File: config.mk
export PLATFORM = sky130hd
export DESIGN_NAME = commit_trace_buffer_flat
export DESIGN_NICKNAME = d
export VERILOG_FILES = /design/src/rtl/commit_trace_buffer_if.sv /design/src/rtl/commit_trace_buffer.sv /design/src/flat_wrapper.sv
export SDC_FILE = /design/constraint.sdc
export NUM_CORES = 1
export LEC_CHECK = 0
export BUFFER_PORTS_ARGS = -buffer_cell sky130_fd_sc_hd__buf_4
export CORE_MARGIN = 1
export CORE_UTILIZATION = 52
export DETAILED_ROUTE_END_ITERATION = 6
export PLACE_DENSITY = 0.74
export SLEW_MARGIN = 20
export SYNTH_ARGS = -nofsm -noshare
export SYNTH_HDL_FRONTEND = slang
export SYNTH_SLANG_ARGS = --single-unit
File: constraint.sdc
create_clock -name clock -period 12.5 [get_ports clock]
set_clock_uncertainty 0.2 [all_clocks]
set_input_delay 1.875 -clock clock [delete_from_list [all_inputs] [get_ports clock]]
set_output_delay 1.875 -clock clock [all_outputs]
set_load 0.01 [all_outputs]
File: src/rtl/commit_trace_buffer_if.sv
// Commit-trace bus: core commit inputs, run control, trace drain handshake
// and status outputs of commit_trace_buffer.
interface commit_trace_buffer_if #(
   parameter int NCOMMIT = 2,
   parameter int DEPTH   = 16,
   parameter int CNT_W   = 32
);
   logic                         io_in_start;
   logic [NCOMMIT-1:0]           io_in_commit_valid;
   logic [NCOMMIT*32-1:0]        io_in_commit_pc;
   logic [NCOMMIT*32-1:0]        io_in_commit_inst;
   logic                         io_out_trace_valid;
   logic                         io_out_trace_ready;
   logic [31:0]                  io_out_trace_pc;
   logic [31:0]                  io_out_trace_inst;
   logic [1:0]                   io_out_state;
   logic [CNT_W-1:0]             io_out_cycles;
   logic [CNT_W-1:0]             io_out_insts;
   logic                         io_out_overflow;
   logic [$clog2(DEPTH+1)-1:0]   io_out_count;

   // Harness/core side.
   modport master (
      output io_in_start, io_in_commit_valid, io_in_commit_pc, io_in_commit_inst,
      output io_out_trace_ready,
      input  io_out_trace_valid, io_out_trace_pc, io_out_trace_inst,
      input  io_out_state, io_out_cycles, io_out_insts, io_out_overflow, io_out_count
   );

   // Trace buffer side.
   modport slave (
      input  io_in_start, io_in_commit_valid, io_in_commit_pc, io_in_commit_inst,
      input  io_out_trace_ready,
      output io_out_trace_valid, io_out_trace_pc, io_out_trace_inst,
      output io_out_state, io_out_cycles, io_out_insts, io_out_overflow, io_out_count
   );
endinterface

File: src/rtl/commit_trace_buffer.sv
// Commit trace buffer: captures retired instructions from a multi-commit core
// into an in-order FIFO drained by the harness, runs an IDLE/RUN/HALT/TIMEOUT
// state machine and keeps cycle and instruction counters.
module commit_trace_buffer #(
   parameter int          NCOMMIT        = 2,
   parameter int          DEPTH          = 16,
   parameter int          CNT_W          = 32,
   parameter int          TIMEOUT_CYCLES = 1024,
   parameter logic [31:0] HALT_INST      = 32'h00100073
) (
   input  logic                   clock,
   input  logic                   reset,
   commit_trace_buffer_if.slave   bus
);

   localparam int PTR_W  = $clog2(DEPTH);
   localparam int OCC_W  = $clog2(DEPTH + 1);
   localparam int N_W    = $clog2(NCOMMIT + 1);
   localparam int IDLE_W = $clog2(TIMEOUT_CYCLES + 1);

   typedef enum logic [1:0] {
      S_IDLE    = 2'd0,
      S_RUN     = 2'd1,
      S_HALT    = 2'd2,
      S_TIMEOUT = 2'd3
   } state_t;

   state_t             r_state;
   state_t             w_next_state;

   logic [31:0]        r_mem_pc   [DEPTH];
   logic [31:0]        r_mem_inst [DEPTH];
   logic [PTR_W-1:0]   r_wr_ptr;
   logic [PTR_W-1:0]   r_rd_ptr;
   logic [OCC_W-1:0]   r_count;
   logic               r_overflow;
   logic [CNT_W-1:0]   r_cycles;
   logic [CNT_W-1:0]   r_insts;
   logic [IDLE_W-1:0]  r_idle;

   logic [NCOMMIT-1:0] w_accept;
   logic [PTR_W-1:0]   w_off [NCOMMIT];
   logic [N_W-1:0]     w_n;
   logic [N_W-1:0]     w_push_n;
   logic               w_halt_hit;
   logic               w_any_valid;
   logic               w_fit;
   logic               w_valid;
   logic               w_pop;
   logic               w_restart;
   logic               w_enter_run;
   logic               w_timeout_hit;
   logic [CNT_W:0]     w_insts_sum;

   // Build the accepted set: valid channels in order, truncated after the first halt.
   always_comb begin
      // NOTE: every variable gets a default before any branch, so no path
      // leaves it unassigned and no latch is inferred.
      w_accept   = '0;
      w_halt_hit = 1'b0;
      w_n        = '0;
      for (int i = 0; i < NCOMMIT; i++) begin
         w_off[i] = '0;
         if ((r_state == S_RUN) && bus.io_in_commit_valid[i] && !w_halt_hit) begin
            w_accept[i] = 1'b1;
            w_off[i]    = PTR_W'(w_n);
            w_n         = w_n + N_W'(1);
            if (bus.io_in_commit_inst[32*i +: 32] == HALT_INST) begin
               w_halt_hit = 1'b1;
            end
         end
      end
   end

   // Derived control: space check, pop, restart and timeout conditions.
   always_comb begin
      w_any_valid   = (r_state == S_RUN) && (|bus.io_in_commit_valid);
      // Pre-edge occupancy only; a pop this cycle does not make room.
      w_fit         = (32'(w_n) + 32'(r_count)) <= 32'(DEPTH);
      w_push_n      = w_fit ? w_n : '0;
      w_valid       = (r_count != '0);
      w_pop         = w_valid && bus.io_out_trace_ready;
      w_restart     = bus.io_in_start && ((r_state == S_HALT) || (r_state == S_TIMEOUT));
      w_timeout_hit = !w_any_valid && (r_idle == IDLE_W'(TIMEOUT_CYCLES - 1));
      w_insts_sum   = {1'b0, r_insts} + (CNT_W + 1)'(w_n);
   end

   // Next-state logic of the run state machine.
   always_comb begin
      w_next_state = r_state;
      case (r_state)
         S_IDLE:    if (bus.io_in_start) w_next_state = S_RUN;
         S_RUN: begin
            // A halt always carries a commit, so it cannot coincide with a timeout.
            if (w_halt_hit)         w_next_state = S_HALT;
            else if (w_timeout_hit) w_next_state = S_TIMEOUT;
         end
         S_HALT,
         S_TIMEOUT: if (bus.io_in_start) w_next_state = S_RUN;
         default:   w_next_state = S_IDLE;
      endcase
      w_enter_run = (r_state != S_RUN) && (w_next_state == S_RUN);
   end

   // State register.
   always_ff @(posedge clock) begin
      // NOTE: sequential state uses non-blocking assignments so every register
      // samples pre-edge values regardless of statement order.
      if (reset) r_state <= S_IDLE;
      else       r_state <= w_next_state;
   end

   // FIFO storage writes; accepted entries land at consecutive slots from the write pointer.
   always_ff @(posedge clock) begin
      // NOTE: the storage array has no reset; occupancy alone decides what is
      // visible, and the empty-head outputs are forced to zero below.
      for (int i = 0; i < NCOMMIT; i++) begin
         if (w_accept[i] && w_fit) begin
            r_mem_pc[r_wr_ptr + w_off[i]]   <= bus.io_in_commit_pc[32*i +: 32];
            r_mem_inst[r_wr_ptr + w_off[i]] <= bus.io_in_commit_inst[32*i +: 32];
         end
      end
   end

   // FIFO pointers, occupancy and sticky overflow; restart flushes everything.
   always_ff @(posedge clock) begin
      if (reset || w_restart) begin
         r_wr_ptr   <= '0;
         r_rd_ptr   <= '0;
         r_count    <= '0;
         r_overflow <= 1'b0;
      end else begin
         if (w_pop) r_rd_ptr <= r_rd_ptr + PTR_W'(1);
         r_wr_ptr <= r_wr_ptr + PTR_W'(w_push_n);
         r_count  <= r_count + OCC_W'(w_push_n) - OCC_W'(w_pop);
         if (!w_fit) r_overflow <= 1'b1;
      end
   end

   // Saturating RUN-cycle and accepted-instruction counters.
   always_ff @(posedge clock) begin
      if (reset || w_restart) begin
         r_cycles <= '0;
         r_insts  <= '0;
      end else if (r_state == S_RUN) begin
         if (r_cycles != '1) r_cycles <= r_cycles + CNT_W'(1);
         r_insts <= w_insts_sum[CNT_W] ? '1 : w_insts_sum[CNT_W-1:0];
      end
   end

   // Idle counter: consecutive commit-less RUN cycles since entry or the last commit.
   always_ff @(posedge clock) begin
      if (reset || w_restart || w_enter_run) begin
         r_idle <= '0;
      end else if (r_state == S_RUN) begin
         if (w_any_valid) r_idle <= '0;
         else             r_idle <= r_idle + IDLE_W'(1);
      end
   end

   // Output drive: head entry or zeros when empty, registered status.
   always_comb begin
      bus.io_out_trace_valid = w_valid;
      bus.io_out_trace_pc    = w_valid ? r_mem_pc[r_rd_ptr]   : 32'h0;
      bus.io_out_trace_inst  = w_valid ? r_mem_inst[r_rd_ptr] : 32'h0;
      bus.io_out_state       = r_state;
      bus.io_out_cycles      = r_cycles;
      bus.io_out_insts       = r_insts;
      bus.io_out_overflow    = r_overflow;
      bus.io_out_count       = r_count;
   end

endmodule

File: src/flat_wrapper.sv
// flat-port wrapper written by rule: the top's interface ports become plain ports
module commit_trace_buffer_flat 
#(
   parameter int          NCOMMIT        = 2,
   parameter int          DEPTH          = 16,
   parameter int          CNT_W          = 32,
   parameter int          TIMEOUT_CYCLES = 1024,
   parameter logic [31:0] HALT_INST      = 32'h00100073
)
  (clock, reset, bus_io_in_start, bus_io_in_commit_valid, bus_io_in_commit_pc, bus_io_in_commit_inst, bus_io_out_trace_ready, bus_io_out_trace_valid, bus_io_out_trace_pc, bus_io_out_trace_inst, bus_io_out_state, bus_io_out_cycles, bus_io_out_insts, bus_io_out_overflow, bus_io_out_count);
  commit_trace_buffer_if #(.NCOMMIT(NCOMMIT), .DEPTH(DEPTH), .CNT_W(CNT_W)) bus_i ();
  input  logic clock;
  input  logic reset;
  input wire logic [$bits(bus_i.io_in_start)-1:0] bus_io_in_start;
  input wire logic [$bits(bus_i.io_in_commit_valid)-1:0] bus_io_in_commit_valid;
  input wire logic [$bits(bus_i.io_in_commit_pc)-1:0] bus_io_in_commit_pc;
  input wire logic [$bits(bus_i.io_in_commit_inst)-1:0] bus_io_in_commit_inst;
  input wire logic [$bits(bus_i.io_out_trace_ready)-1:0] bus_io_out_trace_ready;
  output wire logic [$bits(bus_i.io_out_trace_valid)-1:0] bus_io_out_trace_valid;
  output wire logic [$bits(bus_i.io_out_trace_pc)-1:0] bus_io_out_trace_pc;
  output wire logic [$bits(bus_i.io_out_trace_inst)-1:0] bus_io_out_trace_inst;
  output wire logic [$bits(bus_i.io_out_state)-1:0] bus_io_out_state;
  output wire logic [$bits(bus_i.io_out_cycles)-1:0] bus_io_out_cycles;
  output wire logic [$bits(bus_i.io_out_insts)-1:0] bus_io_out_insts;
  output wire logic [$bits(bus_i.io_out_overflow)-1:0] bus_io_out_overflow;
  output wire logic [$bits(bus_i.io_out_count)-1:0] bus_io_out_count;
  assign bus_i.io_in_start = bus_io_in_start;
  assign bus_i.io_in_commit_valid = bus_io_in_commit_valid;
  assign bus_i.io_in_commit_pc = bus_io_in_commit_pc;
  assign bus_i.io_in_commit_inst = bus_io_in_commit_inst;
  assign bus_i.io_out_trace_ready = bus_io_out_trace_ready;
  assign bus_io_out_trace_valid = bus_i.io_out_trace_valid;
  assign bus_io_out_trace_pc = bus_i.io_out_trace_pc;
  assign bus_io_out_trace_inst = bus_i.io_out_trace_inst;
  assign bus_io_out_state = bus_i.io_out_state;
  assign bus_io_out_cycles = bus_i.io_out_cycles;
  assign bus_io_out_insts = bus_i.io_out_insts;
  assign bus_io_out_overflow = bus_i.io_out_overflow;
  assign bus_io_out_count = bus_i.io_out_count;
  commit_trace_buffer #(.NCOMMIT(NCOMMIT), .DEPTH(DEPTH), .CNT_W(CNT_W), .TIMEOUT_CYCLES(TIMEOUT_CYCLES), .HALT_INST(HALT_INST)) u_core (.clock(clock), .reset(reset), .bus(bus_i));
endmodule
==> flow_summary_export.csv, run 1 <==
group,metric,value,unit
drt,wirelength,150,mm
clock_network,cts_buffer_depth,3,
sta,period_share,68.2,%
yosys,synth_top_area_share,54.4,%
clock_network,ctsHtreeMaxLevel,3,
yosys,synth_area_leader_cell,"edfxtp_1",
power_and_ir_drop,power_density,154,nW/um^2
drt,drtIter0Drc,3337,
placed_design,place.port_buffers,270,
drt,routed_via_density,6.45,
worst_hold_path,min_from,"u_core.r_idle[10]",
run,drv_cap,0,
clock_network,cts_root_buf,"clkbuf_16",
clock_network,ctsHoldBuffers,0,
yosys,syn_nets,3536,
floorplanning,io_pins,271,
finish,finalNetCount,3648,
finish,fin_cells,4991,
sta,fin_crit,8530,ps
drt,drt.antenna.violating_nets,0,
sta,worstMarginPinSlew,1190,ps
yosys,synth.most_common_cell,"edfxtp_1",
floorplanning,fp-row-count,120,
floorplanning,start_util,52.6,%
sta,hold_viol,0,
worst_setup_path,reg2regPathDepth,15,
clock_network,cts_sinks,1119,
drt,vias,32215,
yosys,netlist_area,56500,um^2
floorplanning,die_area,110000,um^2
yosys,synth_edf_count,1024,
yosys,synth_mux_area_share,33.2,%
run_status,outcome,"finished clean",
worst_setup_path,timing.setup.critical_path_class,"input port to register",
yosys,syn_area_per_cell,16.7,um^2
yosys,synthAdderAreaFrac,0.607,%
clock_network,worstSkewPairLatency,710,ps
yosys,ys_types,57,
yosys,synth-compound-area-share,1.02,%
sta,rsz0062_at_grt,"false",
global_route,grt_overflow,0,
global_route,gr-usage-all-layers,27.2,%
clock_network,path_clk_slew,60,ps
drt,drc,0,
placed_design,dp_hpwl,83.9,mm
sta,slew_violations,0,
clock_network,cts_inserted_buffers,116,
sta,hold_ws,286,ps
placed_design,gp_congestion,0.781,
floorplanning,die_x,332,um
clock_network,post_cts_buffers,0,
finish,areaGrowthSynthToFinish,11.9,%
clock_network,cts_resized,0,
placed_design,dp_cells,4769,
power_and_ir_drop,irDropWorstVdd,0.000124,V
clock_network,cts_tree,"yes",
worst_setup_path,r2r-start,"u_core.bus.io_out_state[0]",
yosys,ys.flop_type,"edfxtp_1",
worst_hold_path,hp-class,"register to register",
worst_setup_path,crit_arrival,8650,ps
worst_hold_path,worst_hold_path.endpoint,"u_core.r_idle[10]",
worst_setup_path,worst_setup_path_end_kind,"register",
yosys,synth_xor_area_share,0.946,%
sta,relSlewSlack,20.4,%
global_route,grt_pass1_wl,222,mm
global_route,antenna_found_initial,14,
yosys,synth_top_family_by_area,"multiplexers",
sta,max_freq,117,MHz
sta,finalSetupViolations,0,
yosys,yosys-top-cells-area,"edfxtp_1, mux2_2, mux4_2",
worst_setup_path,cp.required,12620,ps
yosys,ys_async_sr_fraction,0,%
yosys,syn_inst,3377,
yosys,ys_seq_elements,1119,
finish,drive_gt1_share,51.1,%
global_route,grt_max_degree,161,
drt,wire_per_inst,30.1,um
yosys,ys_warn_count,0,
yosys,synthTopCellsByCount,"edfxtp_1, mux2_2, mux4_2",
yosys,synth-simple-area-share,3.62,%
worst_hold_path,min_path_cells,2,
worst_setup_path,start_kind,"input port",
worst_setup_path,cp_max_fo,44,
global_route,grt_pass1_vias,33067,
floorplanning,core,107000,um^2
worst_setup_path,worstReg2RegEnd,"u_core.r_mem_inst[8][9]",
yosys,yosysSeqAreaShare,57.8,%
worst_setup_path,r2r_setup_slack,4830,ps
power_and_ir_drop,p_leak,20.5,nW
floorplanning,die_y,332,um
sta,setup_tns,0,ps
drt,drt_pass1_iterations,5,
## worst max-delay path by stage
| stage | startpoint | end | slack [ps] | cells after the start |
|---|---|---|---|---|
| final | bus_io_in_commit_inst[27] | u_core.r_mem_inst[8][9] | 3970 | 16 |
| after global routing | bus_io_in_commit_inst[27] | u_core.r_mem_inst[8][12] | 3770 | 16 |
| after CTS | bus_io_in_commit_inst[27] | u_core.r_mem_inst[8][9] | 4030 | 16 |
| after detailed placement | bus_io_in_commit_inst[27] | u_core.r_mem_inst[8][12] | 3270 | 16 |
| after global placement | bus_io_in_commit_inst[27] | u_core.r_mem_pc[1][2] | 3290 | 16 |
| after floorplan | bus_io_in_commit_inst[24] | u_core.r_mem_inst[12][0] | 2140 | 14 |
## worst max-delay path, cell delays in order
cell and delay (ps):
buf_4 170, nor4_1 710, nand4_1 170, nor3_1 840, nor2_1 90, ha_1 360, ha_1 180, inv_1 60
fa_1 410, nor2b_1 250, mux2_1 380, o41a_4 410, nor2_1 400, nand4b_1 450, o21ai_4 950, buf_4 880
## sequential cells by signal (all words and copies together) (netlist names), named ones only
name	cells
u_core.r_mem_inst	512
u_core.bus.io_out_insts	32
u_core.bus.io_out_state	2
u_core.bus.io_out_cycles	32
u_core.r_wr_ptr	4
u_core.r_rd_ptr	4
u_core.bus.io_out_overflow	1
u_core.r_mem_pc	512
u_core.r_idle	11
u_core.bus.io_out_count	5
## placed cells by master (no fill, tap or decap), drive strengths merged, types with 10 or more instances in the layout
cell | synthesis | routed
nand3 | 35 | 35
buf | 143 | 333
xor2 | 32 | 32
nand3b | 11 | 11
mux2 | 1025 | 1025
nand2 | 36 | 36
clkbuf | 196 | 167
nor4 | 15 | 15
mux4 | 320 | 320
inv | 30 | 32
nor2b | 10 | 10
dfxtp | 95 | 95
a21oi | 38 | 38
and2 | 73 | 73
and3 | 15 | 15
nor3 | 24 | 24
nor2 | 69 | 69
xnor2 | 29 | 29
ha | 21 | 21
edfxtp | 1024 | 1024
a31oi | 12 | 12
o21ai | 27 | 27
clkinv | 0 | 37
or3 | 11 | 11
nand4 | 25 | 25
## through the flow
step / cell area [um^2] / power (mW) / worst slack, ps / util [%]
4_1_cts: 63000 / 9.81 / 4030 / 58.7
3_5_place_dp: 59600 / 6.60 / 3270 / 55.5
2_1_floorplan: 56500 / 5.81 / 2140 / -
3_3_place_gp: 59500 / 6.58 / 3290 / 55.5
6_report: 63200 / 9.75 / 3970 / 58.9
5_1_grt: 63200 / 10.1 / 3770 / 58.9
## routing by layer
layer | vias to the layer above | track usage, % | routed length [um]
li1 | 13655 | - | -
met1 | 16983 | 37.0 | 60600
met2 | 1324 | 44.9 | 74200
met3 | 239 | 4.58 | 11200
met4 | 14 | 8.37 | 4360
met5 | - | 0 | 84
## power by group
part	internal, mW	leakage (nW)	total, mW	switching, mW
registers	4.18	10.0	4.27	0.0875
logic	1.15	8.84	2.24	1.08
clock network	1.79	1.68	3.24	1.45
## cell type report
cell class / instances / area [um^2]
sequential: 1119 / 32700
multi-input combinational: 1889 / 22500
clock inverter: 42 / 335
antenna: 8 / 20.0
fill: 8071 / 44100
timing repair buffer: 333 / 2660
inverter: 30 / 113
tap: 1403 / 1760
clock buffer: 167 / 3130
## logic make-up after synthesis
group                    count (synthesis)
AO/OA/AOI/OAI                           96
flip-flops                            1119
AND/OR/NAND/NOR                        360
multiplexers                          1347
buffers and inverters                  369
XOR/XNOR                                61
adder cells (fa/ha/maj)                 25
(Power assumes the default switching activity.)
==> inputs of run 2 (changes only) <==
- clock period: 12.5 -> 8.9 ns (I/O delays scaled with it)
==> flow_summary_export.csv, run 2 (synthesized netlist as in run 1, its figures left out) <==
group,metric,value,unit
global_route,gr-usage-all-layers,27.4,%
power_and_ir_drop,switching_share,27.0,%
finish,fin_cells,5007,
global_route,antenna_found_initial,11,
drt,drt.antenna.violating_nets,0,
power_and_ir_drop,intPower,10.2,mW
clock_network,worstSkewPairLatency,730,ps
drt,wirelength,152,mm
global_route,grt_pass1_vias,32450,
power_and_ir_drop,p_comb_share,22.6,%
worst_setup_path,timing.setup.critical_path_class,"input port to register",
worst_setup_path,cp_max_fo,49,
drt,wire_per_inst,30.5,um
clock_network,cts_resized,0,
sta,hold_viol,0,
clock_network,cts_sinks,1119,
worst_setup_path,worst_setup_path_end_kind,"register",
floorplanning,core,107000,um^2
drt,drc,0,
run_status,outcome,"finished clean",
drt,drt_pass1_iterations,5,
placed_design,dp_cells,4782,
finish,areaGrowthSynthToFinish,12.5,%
clock_network,cts_tree,"yes",
clock_network,ctsHtreeMaxLevel,3,
power_and_ir_drop,irDropWorstVdd,0.000220,V
sta,fin_crit,6920,ps
worst_setup_path,crit_arrival,7070,ps
power_and_ir_drop,p_seq_share,43.0,%
clock_network,cts_buffer_depth,3,
global_route,grt_pass1_wl,222,mm
finish,most-common-layout-cells,"edfxtp_1, mux2_2, buf_4, mux4_2, clkbuf_16",
clock_network,ctsHoldBuffers,0,
floorplanning,fp-row-count,120,
placed_design,dp_hpwl,82.4,mm
sta,worstMarginPinSlew,1140,ps
worst_hold_path,hp-class,"register to register",
power_and_ir_drop,p_clk_share,34.4,%
sta,period_share,77.7,%
placed_design,gp_congestion,0.782,
power_and_ir_drop,switching_power,3.76,mW
sta,relSlewSlack,24.1,%
sta,rsz0062_at_grt,"false",
finish,layout_commonest_cell,"edfxtp_1",
clock_network,path_clk_slew,60,ps
finish,finalNetCount,3657,
drt,vias,32467,
global_route,grt_overflow,0,
floorplanning,die_area,110000,um^2
floorplanning,start_util,52.6,%
drt,routed_via_density,6.48,
power_and_ir_drop,power,13.9,mW
sta,finalSetupViolations,0,
sta,max_freq,145,MHz
worst_setup_path,start_kind,"input port",
floorplanning,io_pins,271,
drt,drtIter0Drc,3420,
clock_network,cts_root_buf,"clkbuf_16",
global_route,grt_max_degree,126,
sta,slew_violations,0,
power_and_ir_drop,power_density,219,nW/um^2
placed_design,place.port_buffers,270,
power_and_ir_drop,p_leak,20.7,nW
floorplanning,die_x,332,um
worst_setup_path,cp.required,9060,ps
clock_network,cts_inserted_buffers,117,
floorplanning,die_y,332,um
run,drv_cap,0,
finish,drive_gt1_share,51.9,%
clock_network,post_cts_buffers,0,
==> run 2: changes by cell type in the layout (fill, tap and decap cells not counted), sizes merged <==
cell and change:
clkinv +21, bufinv +5, clkbuf -28, diode -1, buf +8, clkinvlp +7
inv +4
==> run 2: worst max-delay path, stage by stage <==
cell	delay, ps
buf_4	170
nor4b_1	710
nand4_1	200
nor3_1	250
buf_4	200
nor2_1	50
ha_1	340
ha_1	180
inv_1	60
fa_1	410
nor2b_1	250
mux2_1	360
o41a_4	420
nor2_1	360
nand4b_1	480
o21ai_4	800
buf_12	440
==> run 2: power by group through the flow <==
stage | registers [mW] | logic [mW] | clock network, mW
final | 5.98 | 3.15 | 4.79
after global routing | 6.00 | 3.35 | 5.03
after CTS | 5.99 | 3.19 | 4.84
after detailed placement | 6.10 | 3.18 | 0
after global placement | 6.09 | 3.15 | 0
after floorplan | 6.04 | 2.12 | 0
==> run 2: layer usage <==
| layer | track usage, % | wire (um) |
|---|---|---|
| met1 | 38.6 | 62400 |
| met2 | 44.2 | 73800 |
| met4 | 7.79 | 3740 |
| met5 | 0 | 58 |
| met3 | 4.54 | 12500 |
==> run 2: per-stage QoR <==
stage | utilization [%] | instance area (um^2) | TNS [ps] | hold slack, ps | setup WS [ps]
CTS | 59.2 | 63500 | 0 | 297 | 2010
global route | 59.2 | 63500 | 0 | 311 | 1600
global placement | 55.7 | 59800 | 0 | 263 | 1390
detailed placement | 55.7 | 59800 | 0 | 281 | 1280
finish | 59.2 | 63500 | 0 | 293 | 1980
floorplan | - | 56500 | -646440 | 253 | -921
==> run 2: layout make-up <==
type                       count  area, um^2
clock buffer                 139        3030
clock inverter                79         659
sequential                  1119       32700
inverter                      30         113
tap                         1403        1760
timing repair buffer         341        2770
multi-input combinational   1889       22500
fill                        7958       43800
antenna                        7        17.5
==> run 2: worst paths after layout <==
kind,slack [ps],cells past startpoint,startpoint,to
setup / recovery,1980,17,bus_io_in_commit_inst[19],u_core.r_mem_pc[7][20]
hold / removal,290,2,u_core.r_idle[10],u_core.r_idle[10]
setup reg to reg,2720,17,u_core.bus.io_out_state[0],u_core.r_mem_pc[7][20]
hold reg to reg,290,2,u_core.r_idle[10],u_core.r_idle[10]
